`config.mk`:
```
export PLATFORM = sky130hd
export DESIGN_NAME = pingpong_controller
export DESIGN_NICKNAME = d
export VERILOG_FILES = /design/src/rtl/pingpong_pkg.sv /design/src/rtl/pp_skid_fifo.sv /design/src/rtl/pingpong_controller.sv
export SDC_FILE = /design/constraint.sdc
export NUM_CORES = 1
export LEC_CHECK = 0
export ABC_AREA = 1
export ABC_CLOCK_PERIOD_IN_PS = 3400
export BUFFER_PORTS_ARGS = -buffer_cell sky130_fd_sc_hd__clkbuf_2
export CAP_MARGIN = 20
export CELL_PAD_IN_SITES_DETAIL_PLACEMENT = 0
export CELL_PAD_IN_SITES_GLOBAL_PLACEMENT = 2
export CORE_MARGIN = 2
export CORE_UTILIZATION = 26
export DETAILED_ROUTE_END_ITERATION = 10
export PLACE_DENSITY_LB_ADDON = 0.15
export SETUP_SLACK_MARGIN = 0.1
export SYNTH_ARGS = -nofsm -noshare
export SYNTH_HDL_FRONTEND = slang
export SYNTH_SLANG_ARGS = --single-unit
```
`constraint.sdc`:
```
create_clock -name clock -period 3.4 [get_ports clock]
set_input_delay 0.51 -clock clock [delete_from_list [all_inputs] [get_ports clock]]
set_output_delay 0.51 -clock clock [all_outputs]
set_load 0.1 [all_outputs]
```
`src/rtl/pingpong_pkg.sv`:
```
// Shared encodings and sizing constants for the ping-pong buffer controller.
package pingpong_pkg;

   localparam int PP_DEPTH  = 256;
   localparam int PP_ADDR_W = 8;

   typedef enum logic {
      FILL = 1'b0,
      FULL = 1'b1
   } fill_state_t;

   typedef enum logic {
      IDLE  = 1'b0,
      DRAIN = 1'b1
   } drain_state_t;

endpackage

```
`src/rtl/pp_skid_fifo.sv`:
```
// Two-entry synchronous FIFO that absorbs read data returning from the buffer
// while the consumer stalls; exposes its occupancy for read issue control.
module pp_skid_fifo #(
   parameter int W = 33
) (
   input  logic         clock,
   input  logic         reset,
   input  logic         push,
   input  logic [W-1:0] push_data,
   input  logic         pop,
   output logic [W-1:0] head_data,
   output logic [1:0]   count
);

   logic [W-1:0] mem [2];
   logic         wr_ptr;
   logic         rd_ptr;

   // NOTE: the two storage words are reset too, so the consumer data bus reads
   // 0 out of reset instead of whatever the flops powered up with.
   always_ff @(posedge clock or posedge reset) begin
      if (reset) begin
         mem[0] <= '0;
         mem[1] <= '0;
         wr_ptr <= 1'b0;
         rd_ptr <= 1'b0;
         count  <= 2'd0;
      end else begin
         if (push) begin
            mem[wr_ptr] <= push_data;
            wr_ptr      <= ~wr_ptr;
         end
         if (pop) rd_ptr <= ~rd_ptr;
         count <= count + {1'b0, push} - {1'b0, pop};
      end
   end

   assign head_data = mem[rd_ptr];

endmodule

```
`src/rtl/pingpong_controller.sv`:
```
// Ping-pong buffer sequencer: producer fills one half over port A, consumer
// drains the other over port B, and halves swap once both sides are ready.
module pingpong_controller
   import pingpong_pkg::*;
#(
   parameter int DEPTH  = PP_DEPTH,
   parameter int DATA_W = 32
) (
   input  logic              clock,
   input  logic              reset,
   input  logic              prodValid,
   input  logic [DATA_W-1:0] prodData,
   input  logic              prodLast,
   output logic              prodReady,
   output logic              consValid,
   output logic [DATA_W-1:0] consData,
   output logic              consLast,
   input  logic              consReady,
   output logic [8:0]        bufAddrA,
   output logic              bufWeA,
   output logic [DATA_W-1:0] bufDataInA,
   output logic [8:0]        bufAddrB,
   input  logic [DATA_W-1:0] bufDataOutB,
   output logic              bufSwitch
);

   localparam int LEN_W = PP_ADDR_W + 1;
   localparam logic [PP_ADDR_W-1:0] WPTR_MAX = PP_ADDR_W'(DEPTH - 1);

   fill_state_t          fill_state, fill_next;
   drain_state_t         drain_state, drain_next;
   logic [PP_ADDR_W-1:0] wptr;
   logic [LEN_W-1:0]     rptr;
   logic [LEN_W-1:0]     fill_len;
   logic [LEN_W-1:0]     drain_len;
   logic                 inflight;
   logic                 inflight_last;

   logic                 prod_fire;
   logic                 block_done;
   logic                 swap;
   logic                 pop;
   logic                 rd_issue;
   logic [1:0]           fifo_count;
   logic [DATA_W:0]      fifo_head;

   assign consValid = (fifo_count != 2'd0);
   assign consData  = fifo_head[DATA_W-1:0];
   assign consLast  = fifo_head[DATA_W];
   assign pop       = consValid & consReady;

   // NOTE: every signal driven here gets a default first, so no path through
   // the case statements can leave one unassigned and infer a latch.
   always_comb begin
      fill_next  = fill_state;
      drain_next = drain_state;
      prodReady  = (fill_state == FILL);
      prod_fire  = prodValid & prodReady;
      block_done = prod_fire & (prodLast | (wptr == WPTR_MAX));
      swap       = (fill_state == FULL) && (drain_state == IDLE);
      // Issue only if the returning word is guaranteed a FIFO slot.
      rd_issue   = (drain_state == DRAIN) && (rptr < drain_len) &&
                   (({1'b0, fifo_count} + {2'b00, inflight}) < (3'd2 + {2'b00, pop}));

      unique case (fill_state)
         FILL:    if (block_done) fill_next = FULL;
         FULL:    if (swap)       fill_next = FILL;
         default: fill_next = FILL;
      endcase

      unique case (drain_state)
         IDLE:    if (swap)            drain_next = DRAIN;
         DRAIN:   if (pop && consLast) drain_next = IDLE;
         default: drain_next = IDLE;
      endcase
   end

   assign bufSwitch  = swap;
   assign bufWeA     = prod_fire;
   assign bufAddrA   = {1'b0, wptr};
   assign bufDataInA = prod_fire ? prodData : '0;
   assign bufAddrB   = {1'b0, rptr[PP_ADDR_W-1:0]};

   // NOTE: all state below updates with non-blocking assignments so every
   // register samples the pre-edge values computed above.
   always_ff @(posedge clock or posedge reset) begin
      if (reset) begin
         fill_state  <= FILL;
         drain_state <= IDLE;
      end else begin
         fill_state  <= fill_next;
         drain_state <= drain_next;
      end
   end

   always_ff @(posedge clock or posedge reset) begin
      if (reset) begin
         wptr          <= '0;
         rptr          <= '0;
         fill_len      <= '0;
         drain_len     <= '0;
         inflight      <= 1'b0;
         inflight_last <= 1'b0;
      end else begin
         if (swap)           wptr <= '0;
         else if (prod_fire) wptr <= wptr + 1'b1;

         if (block_done) fill_len <= {1'b0, wptr} + 1'b1;

         if (swap) begin
            drain_len <= fill_len;
            rptr      <= '0;
         end else if (rd_issue) begin
            rptr <= rptr + 1'b1;
         end

         inflight      <= rd_issue;
         inflight_last <= rd_issue && (rptr == drain_len - 1'b1);
      end
   end

   pp_skid_fifo #(
      .W (DATA_W + 1)
   ) u_skid_fifo (
      .clock     (clock),
      .reset     (reset),
      .push      (inflight),
      .push_data ({inflight_last, bufDataOutB}),
      .pop       (pop),
      .head_data (fifo_head),
      .count     (fifo_count)
   );

endmodule

```
==> metrics.md <==
| Metric | Value |
|---|---|
| Fin. max-slew vios | 0 |
| Nets | between 900 and 1000 |
| Yosys synthesis warning count | 0 |
| CORE AREA | roughly 22000 sq um |
| Worst-margin pin slew | around 810 ps |
| Leading cell type in the layout, fill and taps excluded | nand2_1 |
| Vias per inst | between 4 and 5 |
| First-pass GRT wire length | 25.5 mm |
| Total CTS buffers | 9 |
| Post-Synthesis Cell Area | between 5000 and 6000 sq um |
| Syn_area_per_cell | ~7.5 sq um |
| Setup CP Type | flop to primary output |
| Fraction of layout cells with a size suffix above 1 | a little over a fifth |
| Leakage power | 4.37 nW |
| DR WL/cell | 12.6 um |
| Top Ports | 156 |
| FF-to-FF setup slack | approximately 1400 ps |
| Placed instance count | between 1000 and 1500 |
| # setup viols final | 0 |
| Resize count post-CTS | 0 |
| Root Buffer Master | clkbuf_16 |
| Fin crit share | between 70 and 80% |
| Crit path buf inv count | 3 |
| Die area | ~23000 sq um |
| Number of diodes | 0 |
| Final Wtd Congestion | between 0.7 and 0.8 |
| CP required | just under 3000 ps |
| Crit path max-delay family | buffers and inverters |
| Max stage delay on crit path | 470 ps |
| Number of enable flip-flop cells after synthesis | 0 |
| Worst-path cell chain | inv_1 > nand2_1 > buf_4 > nor2_1 > clkbuf_2 |
| CTS max path bufs | 2 |
| Total global-route track usage | 13.3% |
| Die H | 152 um |
| Clk sinks | roughly 110 |
| Met3 wire length | 712 um |
| R2R Path End | rptr[0] |
| WL final | about 15 mm |
| Ys async rst share | 100% |
| Largest net degree at the start of global routing | about 50 |
| Post-synthesis cell count | between 700 and 800 |
| Worst setup SP type | flop |
| Post-route ant nets | 0 |
| Hold crit path type | input pin to asynchronous set/reset pin |
| Worst R2R Start | drain_len[3] |
| Port Buffer Count | around 150 |
| Worst-Skew Late Latency | approximately 360 ps |
| Drt first-iter violations | 287 |
| Primary FF master, synth | dfrtp_1 |
| Number of global-route vias before repair | between 5000 and 6000 |
| # rows | 54 |
| Max-cap violations | 0 |
| Hold Violations, Final | 0 |
| Rel. slew slack | a little under half |
| Commonest cells after routing, fill and taps aside | nand2_1, clkbuf_2, inv_1, dfrtp_1, o21ai_0 |
| Layout Cells excl Fill | 1180 |
| Max Clock Skew | around 7.5 ps |
| H-tree depth | 3 |
| Die X | approximately 150 um |
| Area growth from synthesis to layout | 32.1% |
| CTS tree | built |
| Post-CTS Hold Fix Bufs | 0 |
| Met1 wire length | a little under 7 mm |
| Residual DRC | 0 |
| R2R cell count | 12 |
| Met2 wire len | about 7.2 mm |
| Fmax | between 0.3 and 0.4 GHz |
| Pwr dens | between 700 and 800 nW/um^2 |
| Status | finished, final reports clean |
| Initial Utilization | 26.4% |
| DR pass1 iterations | 5 |
| RSZ-0062 raised after global routing | no |
| Routed vias | 5063 |
| Crit Path Max Fanout | 32 |
| CP max-delay cell | clkbuf_2 |
| Uppermost routed layer | met4 |
| Clk slew on worst S/H paths | ~80 ps |
| Post-synthesis sequential area ratio | 47.7% |
| Setup Fix Bufs, Post-CTS | 0 |
| Initial antenna violation count | 0 |
| Setup TNS Final | 0 ps |
| Yosys cell types | 32 |
| Dpl hpwl | 10.7 mm |
| Largest vdd supply drop | between 0.4 and 0.5 mV |
| Grt ovf | 0 |
| CP Capture Type | primary output |
| #FFs+latches synth | between 100 and 150 |
| Worst EP arrival | between 2000 and 2500 ps |
| Post-layout min period | around 2500 ps |
==> report_power, final <==
part / leakage (nW) / switching, mW / total [mW] / internal (mW)
sequential: 1.17 / 0.0104 / 1.32 / 1.31
combinational: 3.04 / 2.15 / 3.08 / 0.931
clock: 0.160 / 0.546 / 1.14 / 0.599
total: 4.37 / 2.70 / 5.55 / 2.84
==> area by class of cell <==
type	instances	area (sq um)
clock buffers	9	225
clock inverters	7	103
fillers	2300	14100
inverters	119	450
multi-input cells	495	2340
flip-flops and latches	109	2730
well taps	280	350
repair buffers	161	1360
==> through the flow <==
step,hold slack [ps],cell area [sq um],utilization [%],power (mW),setup WS [ps]
final,273,7550,34.8,5.55,868
after global routing,327,7550,34.8,5.79,701
after CTS,293,7550,34.8,5.63,818
after detailed placement,470,7230,33.3,4.45,1130
after global placement,466,7190,33.1,4.44,1190
after floorplan,450,5730,-,3.31,112
==> per-layer routing <==
metal	vias up	global-route usage (%)
met3	13	3.16
met5	-	0
met4	0	3.38
met1	2352	17.4
met2	117	22.3
li1	2581	-
==> cell usage after synthesis (all sizes together), types with 4 or more instances <==
library cell,number,area share (%)
nand2,267,18
inv,118,7.7
a21oi,4,0.35
nand3,24,2.2
clkbuf,21,1.4
nor2,54,3.6
nand4,10,1.1
ha,16,3.5
o21ai,93,8.5
buf,20,2.3
dfrtp,109,48
xor2,11,1.7
==> flip-flops by register name, indices dropped and copies added (netlist names) <==
name / count
u_skid_fifo.mem: 66
rptr: 9
fill_len: 9
u_skid_fifo.count: 2
wptr: 8
inflight_last: 1
u_skid_fifo.rd_ptr: 1
fill_state: 1
drain_state: 1
drain_len: 9
inflight: 1
u_skid_fifo.wr_ptr: 1
==> worst max path at each step <==
stage                          start             end  cells after the start
after floorplan           fill_state  bufDataInA[10]                      4
after global placement     prodValid  bufDataInA[21]                      5
after detailed placement   prodValid  bufDataInA[25]                      5
after CTS                 fill_state  bufDataInA[25]                      5
after global routing      fill_state  bufDataInA[23]                      5
final                     fill_state   bufDataInA[1]                      5
==> cells by family after synthesis <==
kind of cell / count (synthesis) / synth area share (%)
adders and majority gates: 16 / 3.50
other: 1 / 0.0656
and+or+nand+nor: 361 / 25.4
buffers and inverters: 160 / 11.5
AOI/OAI and AO/OA: 101 / 9.34
xor gates and xnor gates: 15 / 2.54
DFF: 109 / 47.7
Power figures use the tool's default switching activity.
